--- config.mk ---
export PLATFORM = sky130hd
export DESIGN_NAME = oai21_power_stim
export DESIGN_NICKNAME = d
export VERILOG_FILES = /design/src/rtl/saed_stim_pkg.sv /design/src/rtl/stim_sat_counter.sv /design/src/rtl/oai21_power_stim.sv
export SDC_FILE = /design/constraint.sdc
export NUM_CORES = 1
export LEC_CHECK = 0
export CAP_MARGIN = 20
export CELL_PAD_IN_SITES_DETAIL_PLACEMENT = 1
export CELL_PAD_IN_SITES_GLOBAL_PLACEMENT = 1
export CORE_ASPECT_RATIO = 0.6
export CORE_MARGIN = 5
export CORE_UTILIZATION = 37
export CTS_BUF_LIST = sky130_fd_sc_hd__clkbuf_4 sky130_fd_sc_hd__clkbuf_8
export DETAILED_ROUTE_END_ITERATION = 10
export GPL_ROUTABILITY_DRIVEN = 0
export HOLD_SLACK_MARGIN = 0.1
export PLACE_DENSITY_LB_ADDON = 0.1
export SLEW_MARGIN = 20
export SYNTH_ARGS = -nofsm -noshare
export SYNTH_HDL_FRONTEND = slang
export SYNTH_SLANG_ARGS = --single-unit
--- constraint.sdc ---
create_clock -name i_clk -period 2.4 [get_ports i_clk]
set_input_delay 0.24 -clock i_clk [delete_from_list [all_inputs] [get_ports i_clk]]
set_output_delay 0.24 -clock i_clk [all_outputs]
set_load 0.02 [all_outputs]
--- src/rtl/saed_stim_pkg.sv ---
// Shared types and constants for the OAI21 power-characterisation stimulus block.
package saed_stim_pkg;

    typedef enum logic [1:0] {
        ST_IDLE       = 2'd0,
        ST_APPLY_FROM = 2'd1,
        ST_APPLY_TO   = 2'd2,
        ST_DONE       = 2'd3
    } state_t;

    localparam int          NUM_VEC   = 8;
    localparam int          NUM_PHASE = 128;
    localparam logic [6:0]  NO_FAIL   = 7'h7F;

    // Expected QN of an ideal OAI21 for input vector v = {IN3, IN2, IN1}.
    function automatic logic oai21_golden(input logic [2:0] v);
        return ~((v[0] | v[1]) & v[2]);
    endfunction

endpackage

--- src/rtl/stim_sat_counter.sv ---
// Saturating event counter with synchronous clear; holds at all-ones instead of wrapping.
module stim_sat_counter #(
    parameter int CNT_W = 8
) (
    input  logic             i_clk,
    input  logic             i_rstb,
    input  logic             i_clear,
    input  logic             i_inc,
    output logic [CNT_W-1:0] o_count
);

    logic [CNT_W-1:0] r_count;

    // Count qualifying events, clear on request, stop at the maximum value.
    // NOTE: state registers use non-blocking assignments so every flop samples pre-edge values.
    always_ff @(posedge i_clk) begin
        if (!i_rstb) begin
            r_count <= '0;
        end else if (i_clear) begin
            r_count <= '0;
        end else if (i_inc && (r_count != {CNT_W{1'b1}})) begin
            r_count <= r_count + 1'b1;
        end
    end

    assign o_count = r_count;

endmodule

--- src/rtl/oai21_power_stim.sv ---
// Sweeps all 64 (from,to) vector transitions into an OAI21 cell, counts QN toggles
// and end-of-phase mismatches against the ideal OAI21 function.
module oai21_power_stim
    import saed_stim_pkg::*;
#(
    parameter int HOLD  = 4,
    parameter int CNT_W = 8
) (
    input  logic             i_clk,
    input  logic             i_rstb,
    input  logic             i_start,
    input  logic             i_qn,
    output logic             o_in1,
    output logic             o_in2,
    output logic             o_in3,
    output logic             o_busy,
    output logic             o_done,
    output logic [CNT_W-1:0] o_toggle_cnt,
    output logic [CNT_W-1:0] o_mismatch_cnt,
    output logic [6:0]       o_first_fail
);

    localparam int         VEC_W      = $clog2(NUM_VEC);
    localparam logic [7:0] HOLD_LAST  = 8'(HOLD - 1);
    localparam logic [6:0] LAST_PHASE = 7'(NUM_PHASE - 1);

    state_t           r_state;
    logic [VEC_W-1:0] r_f;
    logic [VEC_W-1:0] r_t;
    logic [7:0]       r_hold;
    logic             r_qn_prev;
    logic [6:0]       r_first_fail;

    logic             w_busy;
    logic             w_start;
    logic             w_phase_end;
    logic             w_mismatch;
    logic             w_toggle;
    logic [2:0]       w_vec;
    logic [6:0]       w_phase;

    assign w_busy      = (r_state == ST_APPLY_FROM) || (r_state == ST_APPLY_TO);
    assign w_start     = i_start && ((r_state == ST_IDLE) || (r_state == ST_DONE));
    assign w_vec       = (r_state == ST_APPLY_FROM) ? r_f :
                         (r_state == ST_APPLY_TO)   ? r_t : 3'd0;
    // Phase index 2*(8*f+t) + (APPLY_TO ? 1 : 0) falls out of a plain concatenation.
    assign w_phase     = {r_f, r_t, (r_state == ST_APPLY_TO)};
    assign w_phase_end = w_busy && (r_hold == 8'd0);
    assign w_mismatch  = w_phase_end && (i_qn != oai21_golden(w_vec));
    assign w_toggle    = w_busy && (i_qn != r_qn_prev);

    // Sweep sequencer: phase walk, hold countdown, QN history and first-failure capture.
    always_ff @(posedge i_clk) begin
        if (!i_rstb) begin
            r_state      <= ST_IDLE;
            r_f          <= '0;
            r_t          <= '0;
            r_hold       <= 8'd0;
            r_qn_prev    <= 1'b1;
            r_first_fail <= NO_FAIL;
        end else if (w_start) begin
            // qn_prev returns to its reset value so every sweep is judged from the same baseline.
            r_state      <= ST_APPLY_FROM;
            r_f          <= '0;
            r_t          <= '0;
            r_hold       <= HOLD_LAST;
            r_qn_prev    <= 1'b1;
            r_first_fail <= NO_FAIL;
        end else if (w_busy) begin
            r_qn_prev <= i_qn;
            // A first failure in phase 127 latches 7'h7F, which is indistinguishable anyway.
            if (w_mismatch && (r_first_fail == NO_FAIL)) begin
                r_first_fail <= w_phase;
            end
            if (r_hold != 8'd0) begin
                r_hold <= r_hold - 8'd1;
            end else begin
                r_hold <= HOLD_LAST;
                if (w_phase == LAST_PHASE) begin
                    r_state <= ST_DONE;
                    r_f     <= '0;
                    r_t     <= '0;
                end else if (r_state == ST_APPLY_FROM) begin
                    r_state <= ST_APPLY_TO;
                end else begin
                    r_state    <= ST_APPLY_FROM;
                    {r_f, r_t} <= {r_f, r_t} + 6'd1;
                end
            end
        end
    end

    stim_sat_counter #(.CNT_W(CNT_W)) u_toggle_cnt (
        .i_clk   (i_clk),
        .i_rstb  (i_rstb),
        .i_clear (w_start),
        .i_inc   (w_toggle),
        .o_count (o_toggle_cnt)
    );

    stim_sat_counter #(.CNT_W(CNT_W)) u_mismatch_cnt (
        .i_clk   (i_clk),
        .i_rstb  (i_rstb),
        .i_clear (w_start),
        .i_inc   (w_mismatch),
        .o_count (o_mismatch_cnt)
    );

    assign o_in1        = w_vec[0];
    assign o_in2        = w_vec[1];
    assign o_in3        = w_vec[2];
    assign o_busy       = w_busy;
    assign o_done       = (r_state == ST_DONE);
    assign o_first_fail = r_first_fail;

endmodule

### Word level (Yosys, flattened, before mapping)

Cells that the tools add are included.

| storage, ports and cells | value |
|---|---|
| bits in registers | 40 |
| word-level logic and storage cells | 62 |
| output and inout bits | 28 |
| input bits | 4 |

| cells by class | value |
|---|---|
| reduce and logical (&&, ||, !) cells | 18 |
| muxes and demuxes | 14 |
| bitwise gates (word level) | 5 |
| equal/unequal tests | 11 |
| $add $sub $neg | 4 |

Operator list:

| operator | number |
|---|---|
| $mux 3 | 6 |
| $add 8x1->8 const B | 2 |
| $ne 8x8->1 const B | 2 |
| $eq 7x7->1 const B | 2 |
| $logic_not 8->1 | 1 |
| $mux 2 | 4 |
| $mux 8 | 1 |
| $reduce_bool 8->1 | 1 |
| $sub 8x1->8 const B | 1 |
| $logic_and 1x1->1 | 7 |
| $add 6x1->6 const B | 1 |
| $reduce_and 2->1 | 3 |
| $eq 2x2->1 const B | 2 |
| $ne 2x1->1 const B | 2 |
| $mux 1 | 3 |
| $not 1->1 | 3 |
| $reduce_and 3->1 | 1 |
| $eq 2x1->1 const B | 1 |
| $logic_not 2->1 | 1 |
| $logic_or 1x1->1 | 2 |
| $ne 1x1->1 | 2 |
| $reduce_bool 2->1 | 1 |
| $reduce_or 2->1 | 1 |
| $and 1x1->1 | 1 |
| $or 1x1->1 | 1 |

### Depth between registers and ports, before layout

| depth | value |
|---|---|
| depth in word-level cells | 10 |
| depth in mapped cells | 9 |
| depth with buffers taken out | 7 |

### Cells and area by module

From an unflattened synthesis, not the netlist that was laid out.

| second synthesis, totals | value |
|---|---|
| cell total of the unflattened synthesis | 238 |
| area total of the unflattened synthesis | 2,092.0 um^2 |

Modules (own cells, without submodules):

| module | cells each | times used | sequential area each (um^2) | area each (um^2) |
|---|---|---|---|---|
| oai21_power_stim | 146 | 1 | 480.5 | 1,248.7 |
| stim_sat_counter | 46 | 2 | 160.2 | 421.7 |

### Worst setup path before layout

OpenSTA, ideal clock, no wires.

| path | value |
|---|---|
| path type | flip-flop to flip-flop |
| start point | reg r_state[0] |
| end point | reg r_first_fail[1] (netlist: o_first_fail[1]) |
| cell stages (with the launch flop) | 10 |
| data required time | 2.270 ns |
| data arrival time | 2.339 ns |
| path slack | -0.068 ns |
| library setup time | 0.130 ns |
| path buffers | 2 |
| period minus slack after synthesis | 2.468 ns |
| path through | dfxtp_1 > inv_1 > ha_1 > or4b_1 > or2_1 > buf_6 > or3_4 > buf_6 > o31ai_2 > nand2_1 |

| on the way | value |
|---|---|
| cells in the longest elaborated chain, start to end | 10 |
| elaborated cells on any way between the ends | 18 |
| those cells by class | eq/ne: 4; mux: 2; bitwise: 3; reduce/logical: 9 |

RTL lines:

| what | line | source |
|---|---|---|
| start, declared | oai21_power_stim.sv:27 | `state_t r_state;` |
| start signal, assigned | oai21_power_stim.sv:55 | `r_state <= ST_IDLE;` |
| start signal, assigned | oai21_power_stim.sv:63 | `r_state <= ST_APPLY_FROM;` |
| start signal, assigned | oai21_power_stim.sv:80 | `r_state <= ST_DONE;` |
| $eq 2x2->1 | oai21_power_stim.sv:42, oai21_power_stim.sv:45 |  |
| $mux 3 | oai21_power_stim.sv:45 | `(r_state == ST_APPLY_TO) ? r_t : 3'd0;` |
| $mux 3 | oai21_power_stim.sv:44 | `assign w_vec = (r_state == ST_APPLY_FROM) ? r_f :` |
| $or 1x1->1 | saed_stim_pkg.sv:17 | `return ~((v[0] \| v[1]) & v[2]);` |
| $and 1x1->1 | saed_stim_pkg.sv:17 |  |
| $not 1->1 | saed_stim_pkg.sv:17 |  |
| $ne 1x1->1 | oai21_power_stim.sv:49 | `assign w_mismatch = w_phase_end && (i_qn != oai21_golden(w_vec));` |
| $logic_and 1x1->1 | oai21_power_stim.sv:49 |  |
| $logic_and 1x1->1 | oai21_power_stim.sv:72 | `if (w_mismatch && (r_first_fail == NO_FAIL)) begin` |
| $reduce_and 2->1 (no source line) | - |  |
| end signal, assigned | oai21_power_stim.sv:73 | `r_first_fail <= w_phase;` |
| end, declared | oai21_power_stim.sv:32 | `logic [6:0] r_first_fail;` |

Several ways; a longest one is shown, not always the timed one.
A chain may end at the register's enable or synchronous reset.

### Final worst setup path

| path | value |
|---|---|
| start point | reg r_state[1] |
| end point | reg r_first_fail[1] (netlist: o_first_fail[1]) |

The elaborated chain is that of the path after synthesis.

==> flow_summary.ini <==
[final_layout]
finalInstanceArea_um2 = 2470
num-nets-final = 271
insertedDiodeCount = 0
layout-drive-gt1-share_pct = 13.8
syn_to_final_growth_pct = 26.4

[cts]
clockBufferDepth = 2
cts-root-buf = clkbuf_8
cts_max_level = 2
clock-sinks = 40
clock_latency_ns = 0.29
cts_made_buffers = 5
tritoncts = yes
postCtsHoldBufs = 0
path_clk_slew_ns = 0.08

[placement]
dp_hpwl_um = 3650
place_ws_ns = 0.0874
io_buffer_count = 31
postPlaceCellArea_um2 = 2380

[power_and_ir_drop]
power_mw = 2.38
max-vdd-ir-drop_mv = 0.464
power.leakage_nw = 0.918
powerDensity_nw_per_um2 = 961

[detailed_routing]
viasPerCell = 5.21
drtAntennaViolNets = 0
routed-via-count = 1698
wl_per_cell_um = 14.8
drt_wl_total_um = 4830
drt_pre_antenna_iters = 5
drcViolationCount = 0
drt_iter0_markers = 36

[global_route]
antenna_found_initial = 0
grt_pass1_vias = 1746
global_route.usage.met1_pct = 21.1
overflow = 0
grt_pass1_wl_um = 8510
grt_max_degree = 15
grt_usage_pct = 15.3
grt_util_met3_pct = 5.07
grt_busiest_layer = met2
use_met2_pct = 22.6

[critical_path]
cp.arrival_ns = 2.45
cpMaxStageDelayCell = or4b_4
critPathBufInv = 0
cp_max_fo = 7
end_kind = flip-flop
start_kind = flip-flop
path_depth = 6
path_class = flip-flop to flip-flop
worstPathCellList = ha_4 -> or4b_4 -> or2_1 -> or3_4 -> o31ai_2 -> nand2_1
critPathTopFamily = simple AND/OR/NAND/NOR gates
cp.required_ns = 2.58
slowest_delay_ns = 0.54
ff2ff_path_depth = 6

[synth]
syn_avg_cell_area_um2 = 8.80
netlist_area_um2 = 1950
yosysUniqueCellTypes = 44
syn-num-nets = 233
synth_edf_count = 0
synth_xor_area_share_pct = 8.07
synth_mux_area_share_pct = 0.512
synthAdderAreaFrac_pct = 4.48
ys_warn_count = 0
synth_seq_cells = 40
synth-compound-area-share_pct = 16.3
synth-main-ff-cell = dfxtp_1
synth_simple_gate_area_share_pct = 25.7
synth_cells = 222
synth_top_family_by_area = simple AND/OR/NAND/NOR gates
yosysSeqAreaShare_pct = 41.0
async_flop_share_pct = 0

[sta]
finalSetupViolCount = 0
setup_ws_ns = 0.124
grt_setup_unrepaired = no
fin_crit_sh_pct = 94.8
hold_ws_ns = 0.476
clock.fmax_mhz = 439
setup-tns-final_ns = 0
max_slew.worst_pin.slew_ns = 0.587
hold_viol = 0
drv_slew = 0
clock_skew_ns = 0.00985
final.min_clock_period_ns = 2.28
slew_headroom_pct = 60.5

[floorplan]
rows = 20
die_area_um2 = 6880
io_pins = 32
fp.dieW_um = 104
die_h_um = 66.3
core_um2 = 5080
start_util_pct = 38.5

[worst_hold_path]
min_path_type = flip-flop to flip-flop
hold-path-cell-count = 2

[job]
drv_cap = 0

[outcome]
status = finished clean
## repair_timing
action | 4_1_cts | 5_1_grt
setup buffers | 0 | 0
gates resized for setup | 0 | 3
setup endpoints to repair | 0 | 9
## final cells by class
cell class,count,area (um^2)
Clock buffer,5,68.8
Multi-Input combinational cell,166,1100
Tap cell,66,82.6
Inverter,8,30.0
Clock inverter,2,12.5
Fill cell,601,2610
Timing Repair Buffer,39,370
Sequential cell,40,802
## worst min-delay path, stage by stage, from the launching register on
cell	delay, ns
dfxtp_1	0.33
o31ai_2	0.06
nand2_1	0.05
## power by group
group,internal [mW],switching [mW]
Combinational,0.479,0.598
Sequential,0.766,0.102
Clock,0.197,0.234
## per-layer routing
| layer | routed length (um) | share of wire [%] |
|---|---|---|
| met1 | 2620 | 54 |
| met2 | 1940 | 40 |
| met3 | 226 | 4.7 |
| met4 | 46 | 0.95 |
| met5 | 0 | 0 |
## layout by cell type (no fill, tap or decap), types with 2 or more instances in the layout
cell / n
a21oi_1: 8
and2_1: 4
and3_1: 6
buf_4: 8
clkbuf_8: 5
clkdlybuf4s50_1: 31
dfxtp_1: 39
ha_1: 5
inv_1: 8
nand2_1: 30
nand3_1: 8
nand4_1: 6
nand4b_1: 2
nor2_1: 21
nor3_1: 3
nor4_1: 2
o211ai_1: 5
o21ai_0: 12
o31ai_2: 6
or3_1: 4
or4_1: 2
xnor2_1: 6
xor2_1: 12
## state kept, by name, summed over array words and instances (netlist names)
signal,cells
u_toggle_cnt.o_count,8
u_mismatch_cnt.o_count,8
r_qn_prev,1
r_t,3
o_first_fail,7
r_state,2
r_hold,8
r_f,3
## cell usage after synthesis (5+ instances only)
library cell  instances  area share [%]
xor2_1               12             5.4
a21oi_1               8             2.0
xnor2_1               6             2.7
o21ai_0              12             3.1
o211ai_1              5             1.9
and3_1                6             1.9
nand3_1               8             2.0
o31ai_2               6             3.8
clkbuf_1              5            0.96
ha_1                  7             4.5
inv_1                 8             1.5
nand4_1               6             1.9
nor2_1               21             4.0
dfxtp_1              40              41
nand2_1              30             5.8
## final timing paths
check	from	end	slack [ns]
setup / recovery	r_state[1]	o_first_fail[1]	0.12
hold / removal	o_first_fail[4]	o_first_fail[4]	0.48
setup reg to reg	r_state[1]	o_first_fail[1]	0.12
hold reg to reg	o_first_fail[4]	o_first_fail[4]	0.48
## per-stage QoR
stage | utilization (%) | instances
after floorplan | - | 222
after global placement | 46.8 | 319
after detailed placement | 46.8 | 319
after CTS | 48.4 | 326
after global routing | 48.6 | 326
final | 48.6 | 326
## cells by family after synthesis
| family | Yosys count |
|---|---|
| simple gates | 98 |
| fa+ha+maj | 7 |
| compound gates | 42 |
| mux | 1 |
| buf+inv | 16 |
| xor+xnor | 18 |
| flops | 40 |
(Power assumes the default switching activity.)
